===== config.mk =====
export PLATFORM = sky130hd
export DESIGN_NAME = stage_if_prefetch
export DESIGN_NICKNAME = d
export VERILOG_FILES = /design/src/rtl/stage_if_prefetch_pkg.sv /design/src/rtl/stage_if_prefetch_if_fifo.sv /design/src/rtl/stage_if_prefetch.sv
export SDC_FILE = /design/constraint.sdc
export NUM_CORES = 1
export LEC_CHECK = 0
export BUFFER_PORTS_ARGS = -buffer_cell sky130_fd_sc_hd__buf_2
export CAP_MARGIN = 10
export CORE_UTILIZATION = 43
export CTS_CLUSTER_DIAMETER = 150
export CTS_CLUSTER_SIZE = 40
export DETAILED_ROUTE_END_ITERATION = 8
export PLACE_DENSITY_LB_ADDON = 0.1
export SYNTH_ARGS = -nofsm -noshare
export SYNTH_HDL_FRONTEND = slang
export SYNTH_SLANG_ARGS = --single-unit

===== constraint.sdc =====
create_clock -name clk -period 3.9 [get_ports clk]
set_clock_uncertainty 0.1 [all_clocks]
set_input_delay 0.585 -clock clk [delete_from_list [all_inputs] [get_ports clk]]
set_output_delay 0.585 -clock clk [all_outputs]
set_load 0.02 [all_outputs]

===== src/rtl/stage_if_prefetch_pkg.sv =====
// -----------------------------------------------------------------------------
// stage_if_prefetch_pkg
//   Shared constants for the prefetching instruction-fetch stage:
//   fetch FSM state encodings and the size of one instruction in bytes.
// -----------------------------------------------------------------------------
package stage_if_prefetch_pkg;

  // Fetch FSM states (kept as plain constants for legacy-tool compatibility).
  localparam logic [1:0] IF_IDLE = 2'd0;  // free to issue a read
  localparam logic [1:0] IF_WAIT = 2'd1;  // read outstanding, result wanted
  localparam logic [1:0] IF_DROP = 2'd2;  // read outstanding, result stale

  // Byte distance between consecutive instructions.
  localparam int INST_BYTES = 4;

endpackage


===== src/rtl/stage_if_prefetch_if_fifo.sv =====
// -----------------------------------------------------------------------------
// stage_if_prefetch_if_fifo
//   Synchronous FIFO holding fetched {pc, instruction} entries.
//   Head entry is always visible on rdata; flush empties it in one cycle.
//
//   Ports:
//     clk, rst        clock, synchronous active-high reset
//     flush           discard all entries (wins over push/pop)
//     push, wdata     write one entry (ignored when full)
//     pop             remove head entry (ignored when empty)
//     rdata           head entry (undefined content when empty)
//     count           number of stored entries, 0..DEPTH
//     empty, full     occupancy flags
// -----------------------------------------------------------------------------
module stage_if_prefetch_if_fifo
  import stage_if_prefetch_pkg::*;
#(
  parameter int WIDTH = 64,
  parameter int DEPTH = 4
) (
  input  logic                   clk,
  input  logic                   rst,
  input  logic                   flush,
  input  logic                   push,
  input  logic                   pop,
  input  logic [WIDTH-1:0]       wdata,
  output logic [WIDTH-1:0]       rdata,
  output logic [$clog2(DEPTH):0] count,
  output logic                   empty,
  output logic                   full
);

  localparam int PTR_W = $clog2(DEPTH);
  localparam logic [PTR_W:0] FULL_COUNT = (PTR_W + 1)'(DEPTH);

  logic [WIDTH-1:0] mem [DEPTH];
  logic [PTR_W-1:0] rd_ptr;
  logic [PTR_W-1:0] wr_ptr;
  logic             do_push;
  logic             do_pop;

  assign empty   = (count == '0);
  assign full    = (count == FULL_COUNT);
  assign do_push = push && !full;
  assign do_pop  = pop && !empty;
  assign rdata   = mem[rd_ptr];

  // NOTE: sequential state uses non-blocking (<=) so every register samples
  // pre-edge values; blocking here would create order-dependent simulation.
  always_ff @(posedge clk) begin
    if (rst || flush) begin
      rd_ptr <= '0;
      wr_ptr <= '0;
      count  <= '0;
    end else begin
      // DEPTH is a power of two, so the pointers wrap naturally.
      if (do_push) wr_ptr <= wr_ptr + 1'b1;
      if (do_pop)  rd_ptr <= rd_ptr + 1'b1;
      case ({do_push, do_pop})
        2'b10:   count <= count + 1'b1;
        2'b01:   count <= count - 1'b1;
        default: ;  // idle, or push+pop cancel out
      endcase
    end
  end

  // NOTE: storage is deliberately not reset; validity is tracked by count,
  // and leaving the array reset-free lets it map onto plain flops/RAM.
  always_ff @(posedge clk) begin
    if (do_push) mem[wr_ptr] <= wdata;
  end

endmodule


===== src/rtl/stage_if_prefetch.sv =====
// -----------------------------------------------------------------------------
// stage_if_prefetch
//   Clocked instruction-fetch stage with its own fetch PC and a prefetch
//   queue. Issues one read at a time over the single-port memory handshake,
//   buffers up to DEPTH {pc, instruction} pairs and hands them to ID under a
//   valid/stall handshake. A branch/jump redirect flushes the queue and
//   restarts fetching at the new (word-aligned) PC.
//
//   Build option:
//     IF_BYPASS_EN  when defined, an instruction returning into an empty
//                   queue is presented to ID in the same cycle.
//
//   Ports:
//     clk, rst                  clock, synchronous active-high reset
//     stall_i                   ID not accepting this cycle
//     redirect_i, redirect_pc_i branch/jump taken and its target
//     mem_busy, mem_done        memory handshake inputs
//     mem_data_i                returned instruction (valid with mem_done)
//     mem_re, mem_addr_o        read request and address
//     pc_o, inst_o, valid_o     instruction presented to ID
//     stallreq                  ID starved (no valid instruction)
// -----------------------------------------------------------------------------
module stage_if_prefetch
  import stage_if_prefetch_pkg::*;
#(
  parameter int                ADDR_W   = 32,
  parameter int                INST_W   = 32,
  parameter int                DEPTH    = 4,
  parameter logic [ADDR_W-1:0] RESET_PC = '0
) (
  input  logic              clk,
  input  logic              rst,
  input  logic              stall_i,
  input  logic              redirect_i,
  input  logic [ADDR_W-1:0] redirect_pc_i,
  input  logic              mem_busy,
  input  logic              mem_done,
  input  logic [INST_W-1:0] mem_data_i,
  output logic              mem_re,
  output logic [ADDR_W-1:0] mem_addr_o,
  output logic [ADDR_W-1:0] pc_o,
  output logic [INST_W-1:0] inst_o,
  output logic              valid_o,
  output logic              stallreq
);

  localparam int                CNT_W      = $clog2(DEPTH) + 1;
  localparam int                ENT_W      = ADDR_W + INST_W;
  localparam logic [CNT_W:0]    DEPTH_OCC  = (CNT_W + 1)'(DEPTH);
  localparam logic [ADDR_W-1:0] PC_STEP    = ADDR_W'(INST_BYTES);
  localparam logic [ADDR_W-1:0] ALIGN_MASK = ~ADDR_W'(INST_BYTES - 1);

  logic [1:0]        state;
  logic [ADDR_W-1:0] fetch_pc;   // next address to request
  logic [ADDR_W-1:0] req_pc;     // address of the outstanding request

  logic              inflight;
  logic [CNT_W:0]    occupancy;
  logic              q_full;
  logic              issue;
  logic              accept;
  logic              push;
  logic              pop;

  logic [CNT_W-1:0]  count;
  logic              empty;
  logic              full;
  logic [ENT_W-1:0]  head;
  logic [ADDR_W-1:0] head_pc;
  logic [INST_W-1:0] head_inst;

  // A queue slot is reserved while a read is in flight, so a returning
  // instruction always has room and the FIFO never sees a refused push.
  assign inflight  = (state != IF_IDLE);
  assign occupancy = {1'b0, count} + (CNT_W + 1)'(inflight);
  assign q_full    = full || (occupancy >= DEPTH_OCC);

  // Request is combinational on mem_busy so it is raised in the first cycle
  // the port is free; it is held off during reset and on a redirect.
  assign issue      = !rst && (state == IF_IDLE) && !mem_busy && !redirect_i && !q_full;
  assign mem_re     = issue;
  assign mem_addr_o = issue ? fetch_pc : '0;

  // Only a response to a live (non-dropped) request is kept.
  assign accept = !rst && (state == IF_WAIT) && mem_done && !redirect_i;

  stage_if_prefetch_if_fifo #(
    .WIDTH (ENT_W),
    .DEPTH (DEPTH)
  ) u_fifo (
    .clk   (clk),
    .rst   (rst),
    .flush (redirect_i),
    .push  (push),
    .pop   (pop),
    .wdata ({req_pc, mem_data_i}),
    .rdata (head),
    .count (count),
    .empty (empty),
    .full  (full)
  );

  assign head_pc   = head[ENT_W-1:INST_W];
  assign head_inst = head[INST_W-1:0];
  assign pop       = !empty && !stall_i;

`ifdef IF_BYPASS_EN
  logic bypass;

  // Returning instruction shown directly when nothing older is queued; it is
  // only enqueued if ID does not take it this cycle.
  assign bypass  = accept && empty;
  assign push    = accept && !(bypass && !stall_i);
  assign valid_o = !empty || bypass;
  assign pc_o    = bypass ? req_pc     : (empty ? '0 : head_pc);
  assign inst_o  = bypass ? mem_data_i : (empty ? '0 : head_inst);
`else
  assign push    = accept;
  assign valid_o = !empty;
  assign pc_o    = empty ? '0 : head_pc;
  assign inst_o  = empty ? '0 : head_inst;
`endif

  assign stallreq = !valid_o && !rst;

  always_ff @(posedge clk) begin
    if (rst) begin
      state    <= IF_IDLE;
      fetch_pc <= RESET_PC;
      req_pc   <= '0;
    end else if (redirect_i) begin
      fetch_pc <= redirect_pc_i & ALIGN_MASK;
      // An outstanding read that is not completing now must be drained.
      state    <= (inflight && !mem_done) ? IF_DROP : IF_IDLE;
    end else begin
      case (state)
        IF_IDLE: begin
          if (issue) begin
            req_pc   <= fetch_pc;
            fetch_pc <= fetch_pc + PC_STEP;
            state    <= IF_WAIT;
          end
        end
        IF_WAIT: if (mem_done) state <= IF_IDLE;
        IF_DROP: if (mem_done) state <= IF_IDLE;
        default: state <= IF_IDLE;
      endcase
    end
  end

endmodule


==> results.ini <==
[synth]
synthArstFlopShare=0
synth_seq_cells=319
yosys.area.top_type_share=0.574
postSynthCellCount=875
synth_cell_types=58
yosys_warnings=0
synth_area_leaders=edfxtp_1, dfxtp_1, mux4_2
avgSynthCellArea_sq_um=14.8
yosysSeqAreaShare=0.683
netlist_area_sq_mm=0.0130
yosysTopAreaCell=edfxtp_1
synth_ff_type=edfxtp_1
synth_edf_count=248

[critical_path]
cp-end-kind=primary output
worstPathRequired_ns=3.21
path_max_fanout=34
critical_path_class=reg -> out
critical_path_arrival_ns=2.64
cp-start-kind=flip-flop

[global_routing]
grt_antenna_before_repair=0
grt_pass1_wl_microns=42700
grt_pass1_vias=7481
overflow=0
grt_start_max_net_pins=63
grt_usage=0.180

[floorplan]
dieArea_sq_mm=0.0309
die_h_microns=176
dieWidth_microns=176
rows=63
io_pins=169
initial_core_util=0.438
coreArea_sq_mm=0.0296

[final_layout]
final_nets=1096
n_antenna_cell=0
final_area_sq_mm=0.0146
areaGrowthSynthToFinish_pct=12.4
final_layout_size_suffix_gt1_frac=0.262

[min_path]
hold_class=in -> reg

[drt]
vias=7500
drtIter0Drc=512
vias_per_cell=5.32
drc=0
drtAntennaViolNets=0
routedWlPerCell_microns=19.5
drt_wl_total_microns=27500
first_pass_iters=5

[power]
p_leak_nw=5.35
power.density_mw_per_mm2=370
ir_drop_v=0.000248

[sta]
grt_setup_unrepaired=no
period_minus_slack_ns=3.33
fmax_mhz=300
setup_viol=0
relSlewSlack=0.404
tightest_slew_ns=0.893
hold_violations=0
slew_viol_final=0
finalSetupTns_ns=0
finalCritPeriodShare=0.853

[clocking]
cts_tree=built
htreeDepth=1
root_buffer=clkbuf_16
cts_max_path_buffers=3
cts_buffers=11
path_clk_slew_ns=0.14
insertion_delay_ns=0.50
cts.hold.buffers_added=0
numClockSinks=319

[place]
portBuffers=162
routabilityCongestion=0.814
hpwl_microns=17900
dpl-instance-area_sq_mm=0.0143

[status]
status=finished clean

[run]
cap_violations=0

-- timing repair --
| action | in CTS | in global routing |
|---|---|---|
| endpoints found under the setup margin | 0 | 5 |
| setup buffers | 0 | 0 |
| gates resized for setup | 0 | 1 |
-- cells by family (layout without fill, tap and decap cells) --
logic type / after synthesis / count (layout) / synth area share
DFF: 319 / 319 / 0.683
muxes: 62 / 62 / 0.108
AOI/OAI and AO/OA: 93 / 93 / 0.0476
adders and majority gates: 9 / 9 / 0.00926
and+or+nand+nor: 275 / 275 / 0.112
other: 1 / 4 / 0.000289
xor gates and xnor gates: 12 / 12 / 0.00810
buffers and inverters: 104 / 247 / 0.0322
-- critical path: stages, from the launching register on --
cell	delay, ns
dfxtp_1	0.39
inv_1	0.06
ha_1	0.23
nor3b_1	0.16
nand2_1	0.13
clkinvlp_4	0.54
nand2_1	0.39
inv_1	0.07
buf_2	0.16
-- where the power goes --
part | internal, W | switching, W
Clock | 0.000540 | 0.000950
Sequential | 0.00367 | 0.0000447
Combinational | 0.0000740 | 0.000123
Total | 0.00428 | 0.00112
-- sequential cells by signal, summed over array words and instances, names as in the netlist, named ones only --
name / cells
u_fifo.mem: 248
req_pc: 30
u_fifo.wr_ptr: 2
u_fifo.rd_ptr: 2
fetch_pc: 30
state: 2
u_fifo.count: 3
-- final cells by class --
| class | instances | area, sq um |
|---|---|---|
| multi-input cells | 455 | 3710 |
| well taps | 390 | 488 |
| clock buffers | 17 | 298 |
| inverters | 48 | 184 |
| flip-flops and latches | 319 | 8870 |
| repair buffers | 182 | 1040 |
| fillers | 2626 | 15000 |
-- cell usage after synthesis, types with 2 or more instances --
master	instances
edfxtp_1	248
nand2_1	83
dfxtp_1	71
and2_1	70
mux4_2	62
inv_1	47
clkbuf_1	38
nor2_1	36
a21oi_1	35
nand4_1	19
a31oi_1	10
nand3_1	10
nor3_1	10
nor4_1	10
buf_2	9
and4_1	8
ha_1	8
xnor2_1	8
a211oi_1	7
a311oi_1	7
o21ai_0	7
or3_1	5
buf_1	4
buf_4	4
nor3b_1	4
or4_1	4
xor2_1	4
a2111oi_0	3
and3_1	3
nand2b_1	3
o211ai_1	3
a221oi_1	2
a311o_1	2
nand3b_1	2
nor2b_1	2
nor4b_1	2
o21bai_1	2
o221ai_1	2
o31ai_1	2
-- cells in the final DEF (no fill, tap or decap), types with 14 or more instances in the layout --
master | Yosys | routed
dfxtp_1 | 71 | 69
and2_1 | 70 | 66
buf_4 | 4 | 14
edfxtp_1 | 248 | 248
nand2_1 | 83 | 83
nand4_1 | 19 | 19
inv_1 | 47 | 46
mux4_2 | 62 | 62
nor2_1 | 36 | 36
a21oi_1 | 35 | 35
buf_2 | 9 | 162
-- per-layer routing --
metal  GRT usage  vias up  wire [microns]
li1            -     3557               -
met1       0.256     3730           12700
met2       0.300      190           13200
met3      0.0229       23            1400
met4      0.0301        0             294
met5           0        -               0
-- worst paths after layout --
kind	start	end	slack, ns	depth (start not counted)
worst min register to register	req_pc[10]	req_pc[10]	0.41	2
worst min-delay path	mem_data_i[0]	u_fifo.mem[0][0]	0.19	1
worst max register to register	fetch_pc[2]	fetch_pc[30]	1.33	5
worst max-delay path	state[0]	mem_addr_o[22]	0.57	8
-- metrics by stage --
| step | std cells | hold slack, ns | utilization | setup slack (ns) | total power, W |
|---|---|---|---|---|---|
| after CTS | 1411 | 0.174 | 0.492 | 0.195 | 0.00545 |
| after global routing | 1411 | 0.178 | 0.492 | 0.369 | 0.00557 |
| after floorplan | 878 | 0.360 | - | 0.0491 | 0.00389 |
| after global placement | 1394 | 0.386 | 0.482 | 0.520 | 0.00398 |
| after detailed placement | 1394 | 0.393 | 0.482 | 0.557 | 0.00399 |
| final | 1411 | 0.193 | 0.492 | 0.572 | 0.00540 |
Power figures use the tool's default switching activity.
